### config.mk
export PLATFORM = sky130hd
export DESIGN_NAME = stdp_pair_stim
export DESIGN_NICKNAME = d
export VERILOG_FILES = /design/src/rtl/stdp_pair_stim.sv
export SDC_FILE = /design/constraint.sdc
export NUM_CORES = 1
export LEC_CHECK = 0
export ABC_CLOCK_PERIOD_IN_PS = 3500
export CAP_MARGIN = 15
export CORE_MARGIN = 2
export CORE_UTILIZATION = 48
export DETAILED_ROUTE_END_ITERATION = 10
export GPL_TIMING_DRIVEN = 0
export PLACE_DENSITY = 0.76
export SETUP_SLACK_MARGIN = 0.15
export SLEW_MARGIN = 20
export SYNTH_ARGS = -nofsm -noshare
export SYNTH_HDL_FRONTEND = slang
export SYNTH_SLANG_ARGS = --single-unit
### constraint.sdc
create_clock -name clk -period 3.5 [get_ports clk]
set_input_delay 0.525 -clock clk [delete_from_list [all_inputs] [get_ports clk]]
set_output_delay 0.525 -clock clk [all_outputs]
set_load 0.05 [all_outputs]
### src/rtl/stdp_pair_stim.sv
// STDP pairing stimulator: drives timed current pulse pairs onto the pre- and
// postsynaptic neuron inputs, in causal or anti-causal order, for a
// configurable number of repetitions. All outputs come straight from flops.
module stdp_pair_stim (
    input  logic       clk,
    input  logic       rst_n,
    input  logic       ena,
    input  logic       start,
    input  logic [7:0] amp,
    input  logic [7:0] pulse_len,
    input  logic [7:0] gap_len,
    input  logic [7:0] rest_len,
    input  logic [7:0] n_pairs,
    input  logic       order,
    output logic [7:0] cur_pre,
    output logic [7:0] cur_post,
    output logic       busy,
    output logic       done,
    output logic [7:0] pair_idx
);

    typedef enum logic [2:0] {IDLE, FIRST, GAP, SECOND, REST, FINISH} state_t;

    // Phase slots inside one pair: 0 FIRST, 1 GAP, 2 SECOND, 3 REST; 4 = none left.
    localparam logic [2:0] NO_PHASE = 3'd4;

    state_t     state, nxt_state;
    logic [7:0] cnt, nxt_cnt, nxt_idx;
    logic [7:0] amp_q, pl_q, gl_q, rl_q, np_q;
    logic       order_q;

    logic       accept, load;
    logic [2:0] ph, cur_ph;
    logic [7:0] sel_pl, sel_gl, sel_rl, amp_sel;
    logic       ord_sel;

    // Lowest-numbered phase slot at or after 'from' with non-zero length.
    function automatic logic [2:0] find_phase(input logic [2:0] from, input logic [7:0] pl,
                                              input logic [7:0] gl, input logic [7:0] rl);
        logic [3:0][7:0] len;
        logic [2:0]      res;
        len = {rl, pl, gl, pl};
        res = NO_PHASE;
        for (int p = 3; p >= 0; p--) begin
            if (3'(p) >= from && len[p] != 8'd0) res = 3'(p);
        end
        return res;
    endfunction

    function automatic state_t phase_state(input logic [2:0] slot);
        case (slot)
            3'd0:    return FIRST;
            3'd1:    return GAP;
            3'd2:    return SECOND;
            default: return REST;
        endcase
    endfunction

    function automatic logic [7:0] phase_len(input logic [2:0] slot, input logic [7:0] pl,
                                             input logic [7:0] gl, input logic [7:0] rl);
        case (slot)
            3'd1:    return gl;
            3'd3:    return rl;
            default: return pl;
        endcase
    endfunction

    // Next-state decision: counts down the current phase and skips zero-length phases.
    always_comb begin
        // NOTE: every signal written here gets a default first so no latch is inferred.
        nxt_state = state;
        nxt_cnt   = cnt;
        nxt_idx   = pair_idx;
        accept    = 1'b0;
        load      = 1'b0;
        ph        = NO_PHASE;
        // In IDLE the run has not been latched yet, so decide from the live inputs.
        sel_pl    = (state == IDLE) ? pulse_len : pl_q;
        sel_gl    = (state == IDLE) ? gap_len   : gl_q;
        sel_rl    = (state == IDLE) ? rest_len  : rl_q;
        case (state)
            FIRST:   cur_ph = 3'd0;
            GAP:     cur_ph = 3'd1;
            SECOND:  cur_ph = 3'd2;
            default: cur_ph = 3'd3;
        endcase

        case (state)
            IDLE: begin
                if (start) begin
                    accept  = 1'b1;
                    nxt_idx = 8'd0;
                    ph      = find_phase(3'd0, sel_pl, sel_gl, sel_rl);
                    if (n_pairs == 8'd0 || ph == NO_PHASE) nxt_state = FINISH;
                    else                                   load      = 1'b1;
                end
            end
            FIRST, GAP, SECOND, REST: begin
                if (cnt != 8'd1) begin
                    nxt_cnt = cnt - 8'd1;
                end else begin
                    ph = find_phase(cur_ph + 3'd1, sel_pl, sel_gl, sel_rl);
                    if (ph != NO_PHASE) begin
                        load = 1'b1;
                    end else if ({1'b0, pair_idx} + 9'd1 < {1'b0, np_q}) begin
                        nxt_idx = pair_idx + 8'd1;
                        ph      = find_phase(3'd0, sel_pl, sel_gl, sel_rl);
                        load    = 1'b1;
                    end else begin
                        nxt_state = FINISH;
                    end
                end
            end
            FINISH:  nxt_state = IDLE;
            default: nxt_state = IDLE;
        endcase

        if (load) begin
            nxt_state = phase_state(ph);
            nxt_cnt   = phase_len(ph, sel_pl, sel_gl, sel_rl);
        end

        amp_sel = accept ? amp   : amp_q;
        ord_sel = accept ? order : order_q;
    end

    // State, counters, latched config and registered outputs; ena low freezes the run.
    always_ff @(posedge clk or negedge rst_n) begin
        if (!rst_n) begin
            // NOTE: the config registers are plain flops, so they are cleared with the FSM.
            state    <= IDLE;
            cnt      <= 8'd0;
            pair_idx <= 8'd0;
            amp_q    <= 8'd0;
            pl_q     <= 8'd0;
            gl_q     <= 8'd0;
            rl_q     <= 8'd0;
            np_q     <= 8'd0;
            order_q  <= 1'b0;
            cur_pre  <= 8'd0;
            cur_post <= 8'd0;
            busy     <= 1'b0;
            done     <= 1'b0;
        end else if (ena) begin
            // NOTE: non-blocking assignments so every flop samples pre-edge values.
            state    <= nxt_state;
            cnt      <= nxt_cnt;
            pair_idx <= nxt_idx;
            if (accept) begin
                amp_q   <= amp;
                pl_q    <= pulse_len;
                gl_q    <= gap_len;
                rl_q    <= rest_len;
                np_q    <= n_pairs;
                order_q <= order;
            end
            busy     <= (nxt_state == FIRST) || (nxt_state == GAP) ||
                        (nxt_state == SECOND) || (nxt_state == REST);
            done     <= (nxt_state == FINISH);
            cur_pre  <= ((nxt_state == FIRST && !ord_sel) || (nxt_state == SECOND && ord_sel))
                        ? amp_sel : 8'd0;
            cur_post <= ((nxt_state == FIRST && ord_sel) || (nxt_state == SECOND && !ord_sel))
                        ? amp_sel : 8'd0;
        end else begin
            cur_pre  <= 8'd0;
            cur_post <= 8'd0;
            done     <= 1'b0;
        end
    end

endmodule
* Word level (Yosys, flattened, before mapping) *
Index checks and enable logic that the tools add are counted.

storage, ports and cells
  register bits after elaboration = 78
  input bits = 45
  output and inout bits = 26
  word-level logic and storage cells = 121

cells by class
  $add $sub $neg = 4
  magnitude comparators = 5
  equal/unequal tests = 19
  mux-type cells = 52
  reductions and logical operators = 28

operators by type and width
  kind                                                              number
  two-way mux 8 bit                                                 15
  two-way mux 3 bit                                                 21
  case mux 8 bit (2 select lines)                                   2
  nonzero test 8 bit                                                3
  == test 3 x 2 -> 1 bit, second input constant                     6
  == test 3 bit, second input constant                              4
  case mux 3 bit (2 select lines)                                   2
  adder 8 x 1 -> 9 bit, second input constant                       1
  == test 3 x 1 -> 1 bit, second input constant                     3
  less-than comparator 9 x 8 -> 1 bit                               1
  two-way mux 1 bit                                                 9
  case mux 3 bit (3 select lines)                                   1
  adder 8 x 1 -> 8 bit, second input constant                       1
  logical AND 1 bit                                                 8
  zero test 8 bit                                                   1
  != test 2 bit, second input constant                              4
  != test 8 x 1 -> 1 bit, second input constant                     1
  subtractor 8 x 1 -> 8 bit, second input constant                  1
  greater-or-equal comparator 1 x 3 -> 1 bit, first input constant  2
  greater-or-equal comparator 2 x 3 -> 1 bit, first input constant  2
  zero test 3 bit                                                   2
  logical OR 1 bit                                                  6
  case mux 2 bit (3 select lines)                                   1
  AND reduction 6 bit                                               1
  other kinds (8)                                                   10

* Logic depth before layout (Yosys ltp) *
Gate-level depths: netlist of the first run.

  depth in word-level cells = 23
  gate-level depth with buffers = 15
  mapped depth without buffers = 13

* Worst setup path after synthesis of the first run *
Ideal clock, no wire load.

  path kind = reg-to-reg
  start = register pair_idx[0]
  end = register cur_post[0]
  setup time = 0.080 ns
  arrival time = 3.417 ns
  setup slack = 0.003 ns
  cell stages (with the launch flop) = 14
  path buffers = 0
  clock period less this slack = 3.497 ns
  path through = dfrtp_1 -> ha_1 -> nand2_1 -> nor2_1 -> xor2_1 -> ha_1 -> o21ai_0 -> nor2_1 -> a311o_1 -> o21ai_2 -> o211ai_2 -> or3_4 -> a21o_4 -> nor3_2

on the way
  word-level cells in the longest chain between the ends = 14

ends and longest elaborated chain
  item                                                              RTL line  RTL
  start, declared                                                   19        output logic [7:0] pair_idx
  start signal, assigned                                            148       pair_idx <= nxt_idx;
  adder 8 x 1 -> 9 bit *                                            105       end else if ({1'b0, pair_idx} + 9'd1 < {1'b0, np_q}) begin
  less-than comparator 9 x 8 -> 1 bit *                             105
  two-way mux 3 bit                                                 105
  two-way mux 3 bit                                                 103       if (ph != NO_PHASE) begin
  two-way mux 3 bit                                                 99        if (cnt != 8'd1) begin
  case mux 3 bit (2 select lines)                                   88        case (state)
  == test 3 x 2 -> 1 bit (tied with other cells)                    51        case (slot)
  case mux 3 bit (3 select lines)                                   51
  two-way mux 3 bit *                                               118       if (load) begin
  == test 3 x 1 -> 1 bit or == test 3 x 2 -> 1 bit (tied branches)  162       cur_post <= ((nxt_state == FIRST && ord_sel) || (nxt_state == SECOND && !ord_sel))
  logical AND 1 bit                                                 162
  logical OR 1 bit *                                                162
  two-way mux 8 bit *                                               163       ? amp_sel : 8'd0;
  two-way mux 8 bit *                                               144       end else if (ena) begin
  end signal, assigned                                              162
  end, declared                                                     16        output logic [7:0] cur_post,

Mark *: on every way between the ends. The rest lies on a longest branch, timed or not.
A chain may end at the register's enable or synchronous reset.

* Worst setup path after layout of the first run *
  start = register pair_idx[0]
  end = register cur_post[1]

Same word-level chain as after synthesis.

==> results of run 1 <==
## critical path: cells and delay by family (launching register included)
family | cells | cell delay [ns]
simple gates | 5 | 0.83
flops | 1 | 0.41
xor+xnor | 1 | 0.17
compound gates | 5 | 1.19
fa+ha+maj | 2 | 0.47
## timing repair
action	CTS	global route
pin swaps	2	5
setup endpoints to repair	27	27
setup buffers	3	3
gates resized for setup	8	20
## synthesized netlist by cell type (all sizes together), types with 2 or more instances
| cell | count |
|---|---|
| dfrtp | 78 |
| mux2 | 52 |
| nand2 | 29 |
| nand3 | 21 |
| nor2 | 20 |
| o21ai | 19 |
| a21oi | 17 |
| nor3 | 16 |
| nor4 | 16 |
| buf | 14 |
| inv | 14 |
| ha | 10 |
| mux2i | 9 |
| o211ai | 8 |
| a41o | 7 |
| and2 | 7 |
| nor2b | 7 |
| a22oi | 6 |
| clkbuf | 6 |
| mux4 | 6 |
| a211oi | 5 |
| a21o | 4 |
| xnor2 | 4 |
| a41oi | 3 |
| and3 | 3 |
| nand2b | 3 |
| nand4 | 3 |
| o211a | 3 |
| or3 | 3 |
| xor2 | 3 |
| a31oi | 2 |
| a32o | 2 |
| nor3b | 2 |
## path summary, 6_finish.rpt
path                            cells after the start                       to  slack [ns]
worst max-delay path                               13    cur_post[1]$_DFF_PN0_        0.32
worst min-delay path                                1      gl_q[5]$_DFFE_PN0P_        0.11
worst max register to register                     13    cur_post[1]$_DFF_PN0_        0.32
worst min register to register                      1     amp_q[7]$_DFFE_PN0P_        0.51
max in group asynchronous                           2  pair_idx[1]$_DFFE_PN0P_        2.79
min in group clk                                    1     amp_q[7]$_DFFE_PN0P_        0.51
## flip-flops by register name, indices dropped and copies added, names as in the netlist
name / count
amp_q: 8
busy: 1
cnt: 8
cur_post: 8
cur_pre: 8
done: 1
gl_q: 8
np_q: 8
order_q: 1
pair_idx: 8
pl_q: 8
rl_q: 8
state: 3
## routing by layer
layer	track usage [%]	up-vias
met5	0	-
met4	6.05	0
met3	4.88	20
met2	39.7	78
met1	28.7	1824
li1	-	1750
## through the flow
step,utilization [%],cell area (um^2)
floorplan,-,4670
global placement,59.2,5530
detailed placement,59.4,5540
CTS,62.3,5810
global route,63.7,5940
finish,63.7,5940
## cell families after synthesis
| kind of cell | after synthesis |
|---|---|
| xor+xnor | 7 |
| fa+ha+maj | 10 |
| simple gates | 132 |
| mux | 67 |
| buf+inv | 34 |
| compound gates | 89 |
| flops | 78 |
## final cells by class
cell class / instances / share of cell area [%]
clock inverters: 7 / 1.37
inverters: 14 / 0.885
clock buffers: 9 / 2.09
well taps: 129 / 2.72
flip-flops and latches: 78 / 33.0
plain buffers: 20 / 2.09
multi-input cells: 305 / 45.0
repair buffers: 76 / 12.9
## power by group
| part | switching (uW) | total (uW) | internal, uW |
|---|---|---|---|
| registers | 291 | 1530 | 1240 |
| logic | 1280 | 2330 | 1050 |
| clock network | 360 | 698 | 338 |
==> impl_metrics.env, run 1 <==
export IMPL_status="complete, no violations"
export IMPL_yosys_area_share_adder_pct=2.68
export IMPL_synth_area_um2=4670
export IMPL_synth_compound_area_share_pct=15.8
export IMPL_synthXorXnorAreaFrac_pct=1.31
export IMPL_ant_nets=0
export IMPL_grt_pass1_vias=3794
export IMPL_grt_max_degree=44
export IMPL_synth_edf_count=0
export IMPL_yosysWarnings=0
export IMPL_hold_path_class="in -> async"
export IMPL_antenna_found_initial=0
export IMPL_worstSetupStartpointType="register"
export IMPL_syn_nets=472
export IMPL_die_w_um=103
export IMPL_final_seq_area_um2=1960
export IMPL_synthSimpleGateAreaFrac_pct=17.4
export IMPL_first_pass_iters=4
export IMPL_ys_types=70
export IMPL_fin_cells=638
export IMPL_maxCapViolations=0
export IMPL_io_pins=71
export IMPL_cts_root_buf="clkbuf_8"
export IMPL_end_kind="register"
export IMPL_fin_ws_ns=0.324
export IMPL_grt_pass1_wl_um=18500
export IMPL_postSynthCellCount=417
export IMPL_crit_arrival_ns=3.45
export IMPL_yosysSeqAreaShare_pct=41.8
export IMPL_overflow=0
export IMPL_yosysTopAreaCell="dfrtp_1"
export IMPL_rsz0062_at_grt="no"
export IMPL_vias_per_cell=5.76
export IMPL_slew_violations=0
export IMPL_crit_chain="ha_2 -> nand2_1 -> nor2_4 -> xor2_2 -> ha_1 -> o21ai_1 -> nor2_1 -> a311o_2 -> o21ai_4 -> o211ai_4 -> or3_4 -> a21o_4 -> nor3_2"
export IMPL_die_y_um=103
export IMPL_power_leakage_uw=0.00246
export IMPL_grtUsageTotal_pct=22.8
export IMPL_power_density_nw_per_um2=768
export IMPL_portBuffers=69
export IMPL_r2r_start="pair_idx[0]$_DFFE_PN0P_"
export IMPL_cp_slowest_cell="dfrtp_2"
export IMPL_power_uw=4560
export IMPL_post_synth_top_area_fraction_pct=41.8
export IMPL_synthTopCellsByArea="dfrtp_1 (42%), mux2_2 (13%), mux4_2 (2.9%)"
export IMPL_via_count=3672
export IMPL_drtIter0Drc=127
export IMPL_wl_per_cell_um=18.0
export IMPL_cts_num_sinks=78
export IMPL_gp_congestion=0.921
export IMPL_core_area_um2=9330
export IMPL_top_layer="met4"
export IMPL_fin_skew_ns=0.0137
export IMPL_drc_errors=0
export IMPL_pre_cts_ws_ns=-0.0918
export IMPL_multi_input_area_um2=2670
export IMPL_synth_top_family_by_area="simple AND/OR/NAND/NOR gates"
export IMPL_area_growth_pct=27.2
export IMPL_avgSynthCellArea_um2=11.2
export IMPL_fin_nets=559
export IMPL_ys_seq_elements=78
export IMPL_wl_met1_um=5010
export IMPL_worstPathMaxFanout=8
export IMPL_layout_common_cells="dfrtp_1 (74), clkdlybuf4s50_1 (68), mux2_2 (52)"
export IMPL_initial_utilization_pct=50.0
export IMPL_synth_mux_area_share_pct=17.4
export IMPL_wirelength_um=11500
export IMPL_hpwl_um=8530
export IMPL_cts_buffers=9
export IMPL_crit_start="pair_idx[0]$_DFFE_PN0P_"
export IMPL_cts_buffer_depth=2
export IMPL_insertion_delay_ns=0.36
export IMPL_finalSetupTns_ns=0
export IMPL_dpl_cell_count=616
export IMPL_slew_headroom_pct=51.2
export IMPL_fillers=748
export IMPL_diodes=0
export IMPL_row_count=35
export IMPL_postCtsHoldBufs=0
export IMPL_cts_tree="built"
export IMPL_irDropWorstVdd_v=0.000389
export IMPL_critPathKind="reg -> reg"
export IMPL_hold_viol=0
export IMPL_min_period_ns=3.18
export IMPL_required_ns=3.77
export IMPL_drive_gt1_share_pct=29.1
export IMPL_finalCritPeriodShare_pct=90.8
export IMPL_synthFlopType="dfrtp_1"
export IMPL_clock_fmax_mhz=315
export IMPL_wl_met3_um=363
export IMPL_h_tree_depth=3
export IMPL_layout_cells_most_common="dfrtp_1"
export IMPL_async_flop_share_pct=100
export IMPL_routed_wl_met2_um=5930
export IMPL_slowest_delay_ns=0.41
export IMPL_hold_worst_slack_ns=0.112
export IMPL_worst_pin_slew_ns=0.725
export IMPL_finalSetupViolCount=0
export IMPL_die_area_um2=10500
export IMPL_clkTransAtPathRegs_ns=0.09
Power figures use the tool's default switching activity.
==> run 2: changes to the inputs <==
Settings changed: DONT_BUFFER_PORTS set to 1, PLACE_DENSITY 0.76 to 0.67.
==> impl_metrics.env, run 2 (synthesized netlist as in run 1, its figures left out) <==
export IMPL_status="complete, no violations"
export IMPL_die_area_um2=10500
export IMPL_cp_top_family="compound AO/OA/AOI/OAI gates"
export IMPL_area_growth_pct=16.6
export IMPL_first_pass_iters=7
export IMPL_power_density_nw_per_um2=836
export IMPL_layout_common_cells="dfrtp_1 (71), mux2_2 (52), nand2_1 (27)"
export IMPL_drc_errors=0
export IMPL_wl_per_cell_um=19.5
export IMPL_placed_area_um2=4830
export IMPL_diodes=0
export IMPL_worstSetupStartpointType="register"
export IMPL_slew_violations=0
export IMPL_core_area_um2=9330
export IMPL_grt_max_degree=79
export IMPL_switching_share_pct=43.5
export IMPL_cts_num_sinks=78
export IMPL_critPathKind="reg -> reg"
export IMPL_pre_cts_ws_ns=-0.264
export IMPL_cts_root_buf="clkbuf_8"
export IMPL_worst_pin_slew_ns=0.728
export IMPL_p_comb_share_pct=49.7
export IMPL_fin_area_um2=5450
export IMPL_min_period_ns=3.37
export IMPL_wirelength_um=11300
export IMPL_finalCritPeriodShare_pct=96.3
export IMPL_grtUsageTotal_pct=22.0
export IMPL_cts_buffers=9
export IMPL_grt_pass1_wl_um=17800
export IMPL_clock_fmax_mhz=297
export IMPL_h_tree_depth=3
export IMPL_crit_chain="nand3_4 -> nor2_4 -> nand3_2 -> xnor2_2 -> ha_1 -> o21ai_1 -> nor2_1 -> a311o_2 -> o21ai_4 -> o211ai_4 -> or3_4 -> a21o_4 -> nor3_2"
export IMPL_irDropWorstVdd_v=0.000371
export IMPL_required_ns=3.78
export IMPL_p_int_uw=2570
export IMPL_portBuffers=0
export IMPL_slowest_delay_ns=0.59
export IMPL_drtIter0Drc=190
export IMPL_row_count=35
export IMPL_cts_tree="built"
export IMPL_finalSetupViolCount=0
export IMPL_crit_arrival_ns=3.65
export IMPL_via_count=3483
export IMPL_clkTransAtPathRegs_ns=0.09
export IMPL_power_frac_seq_pct=36.3
export IMPL_drive_gt1_share_pct=38.9
export IMPL_maxCapViolations=0
export IMPL_fin_skew_ns=0.0112
export IMPL_fin_nets=500
export IMPL_die_w_um=103
export IMPL_hold_path_class="in -> async"
export IMPL_cp_num_buf_inv=0
export IMPL_hold_viol=0
export IMPL_layout_cells_most_common="dfrtp_1"
export IMPL_gp_congestion=0.948
export IMPL_power_leakage_uw=0.00224
export IMPL_fillers=778
export IMPL_overflow=0
export IMPL_end_kind="register"
export IMPL_die_y_um=103
export IMPL_antenna_found_initial=0
export IMPL_worstPathMaxFanout=8
export IMPL_insertion_delay_ns=0.36
export IMPL_hpwl_um=8050
export IMPL_vias_per_cell=6.02
export IMPL_rsz0062_at_grt="yes"
export IMPL_ant_nets=0
export IMPL_cp_slowest_cell="dfrtp_2"
export IMPL_clockPowerShare_pct=14.0
export IMPL_fin_ws_ns=0.128
export IMPL_cts_buffer_depth=2
export IMPL_io_pins=71
export IMPL_grt_pass1_vias=3518
export IMPL_p_sw_uw=1980
export IMPL_slew_headroom_pct=51.5
export IMPL_initial_utilization_pct=50.0
## run 2: cell count changes in the layout (fill, tap and decap cells not counted), moves of 2 or more
cell / previous run / this run
nand3_1: 17 / 14
a21oi_1: 14 / 7
clkbuf_4: 0 / 2
clkinv_4: 3 / 0
a21oi_2: 1 / 8
dfrtp_1: 74 / 71
inv_6: 2 / 4
dfrtp_4: 0 / 4
clkdlybuf4s50_1: 68 / 0
nor3_2: 10 / 8
nand3_2: 2 / 5
nor3_4: 1 / 3
buf_4: 8 / 13
## run 2: per-stage QoR
stage	std cells	total power, uW	util, %	hold WS [ns]	TNS (ns)
after global placement	546	3550	51.8	0.232	-3.63
after global routing	579	4840	58.4	0.0645	0
after floorplan	417	3170	-	0.229	0
after detailed placement	546	3610	51.8	0.232	-4.01
final	579	4550	58.4	0.0408	0
after CTS	572	4370	55.8	0.0667	0
## run 2: area by class of cell
cell class | count | area (um^2) | share of cell area [%]
Sequential cell | 78 | 1970 | 36.2
Multi-Input combinational cell | 305 | 2770 | 50.8
Buffer | 20 | 129 | 2.37
Timing Repair Buffer | 17 | 186 | 3.42
Clock buffer | 9 | 124 | 2.27
Clock inverter | 7 | 55.1 | 1.01
Inverter | 14 | 52.6 | 0.965
Tap cell | 129 | 161 | 2.96
## run 2: final timing paths
check,start,end,slack [ns],cells after the start
setup reg to reg,pair_idx[4]$_DFFE_PN0P_,cur_post[5]$_DFF_PN0_,0.13,13
hold reg to reg,amp_q[5]$_DFFE_PN0P_,amp_q[5]$_DFFE_PN0P_,0.51,1
hold / removal,rst_n,cnt[6]$_DFFE_PN0P_,0.04,1
setup / recovery,pair_idx[4]$_DFFE_PN0P_,cur_post[5]$_DFF_PN0_,0.13,13
min in group clk,amp[2],amp_q[2]$_DFFE_PN0P_,0.30,1
max in group asynchronous,rst_n,pair_idx[2]$_DFFE_PN0P_,3.10,1
## run 2: worst register-to-register path: stages, from the launching register on
cell	delay, ns
dfrtp_2	0.59
nand3_4	0.14
nor2_4	0.15
nand3_2	0.11
xnor2_2	0.18
ha_1	0.32
o21ai_1	0.08
nor2_1	0.07
a311o_2	0.43
o21ai_4	0.26
o211ai_4	0.14
or3_4	0.38
a21o_4	0.28
nor3_2	0.18
## run 2: layer usage
| metal | global-route usage (%) | vias to the layer above | routed length [um] | share of wire, % |
|---|---|---|---|---|
| met5 | 0 | - | 0 | 0 |
| met4 | 7.59 | 0 | 242 | 2.1 |
| met3 | 4.54 | 22 | 715 | 6.3 |
| met2 | 37.2 | 106 | 5600 | 50 |
| met1 | 28.2 | 1726 | 4720 | 42 |
| li1 | - | 1629 | - | - |
## run 2: what timing repair did
item,CTS,global route
gates cloned,1,0
endpoints found under the hold margin,78,0
setup buffers,8,7
setup endpoints to repair,35,29
gates resized for setup,19,38
pin swaps,7,23
hold buffers,1,0
## run 2: power groups by stage
stage,Combinational (uW),Clock (uW),Sequential (uW)
after floorplan,1590,0,1580
after global placement,1910,0,1640
after detailed placement,1950,0,1660
after CTS,2070,650,1650
after global routing,2450,689,1700
final,2260,636,1650
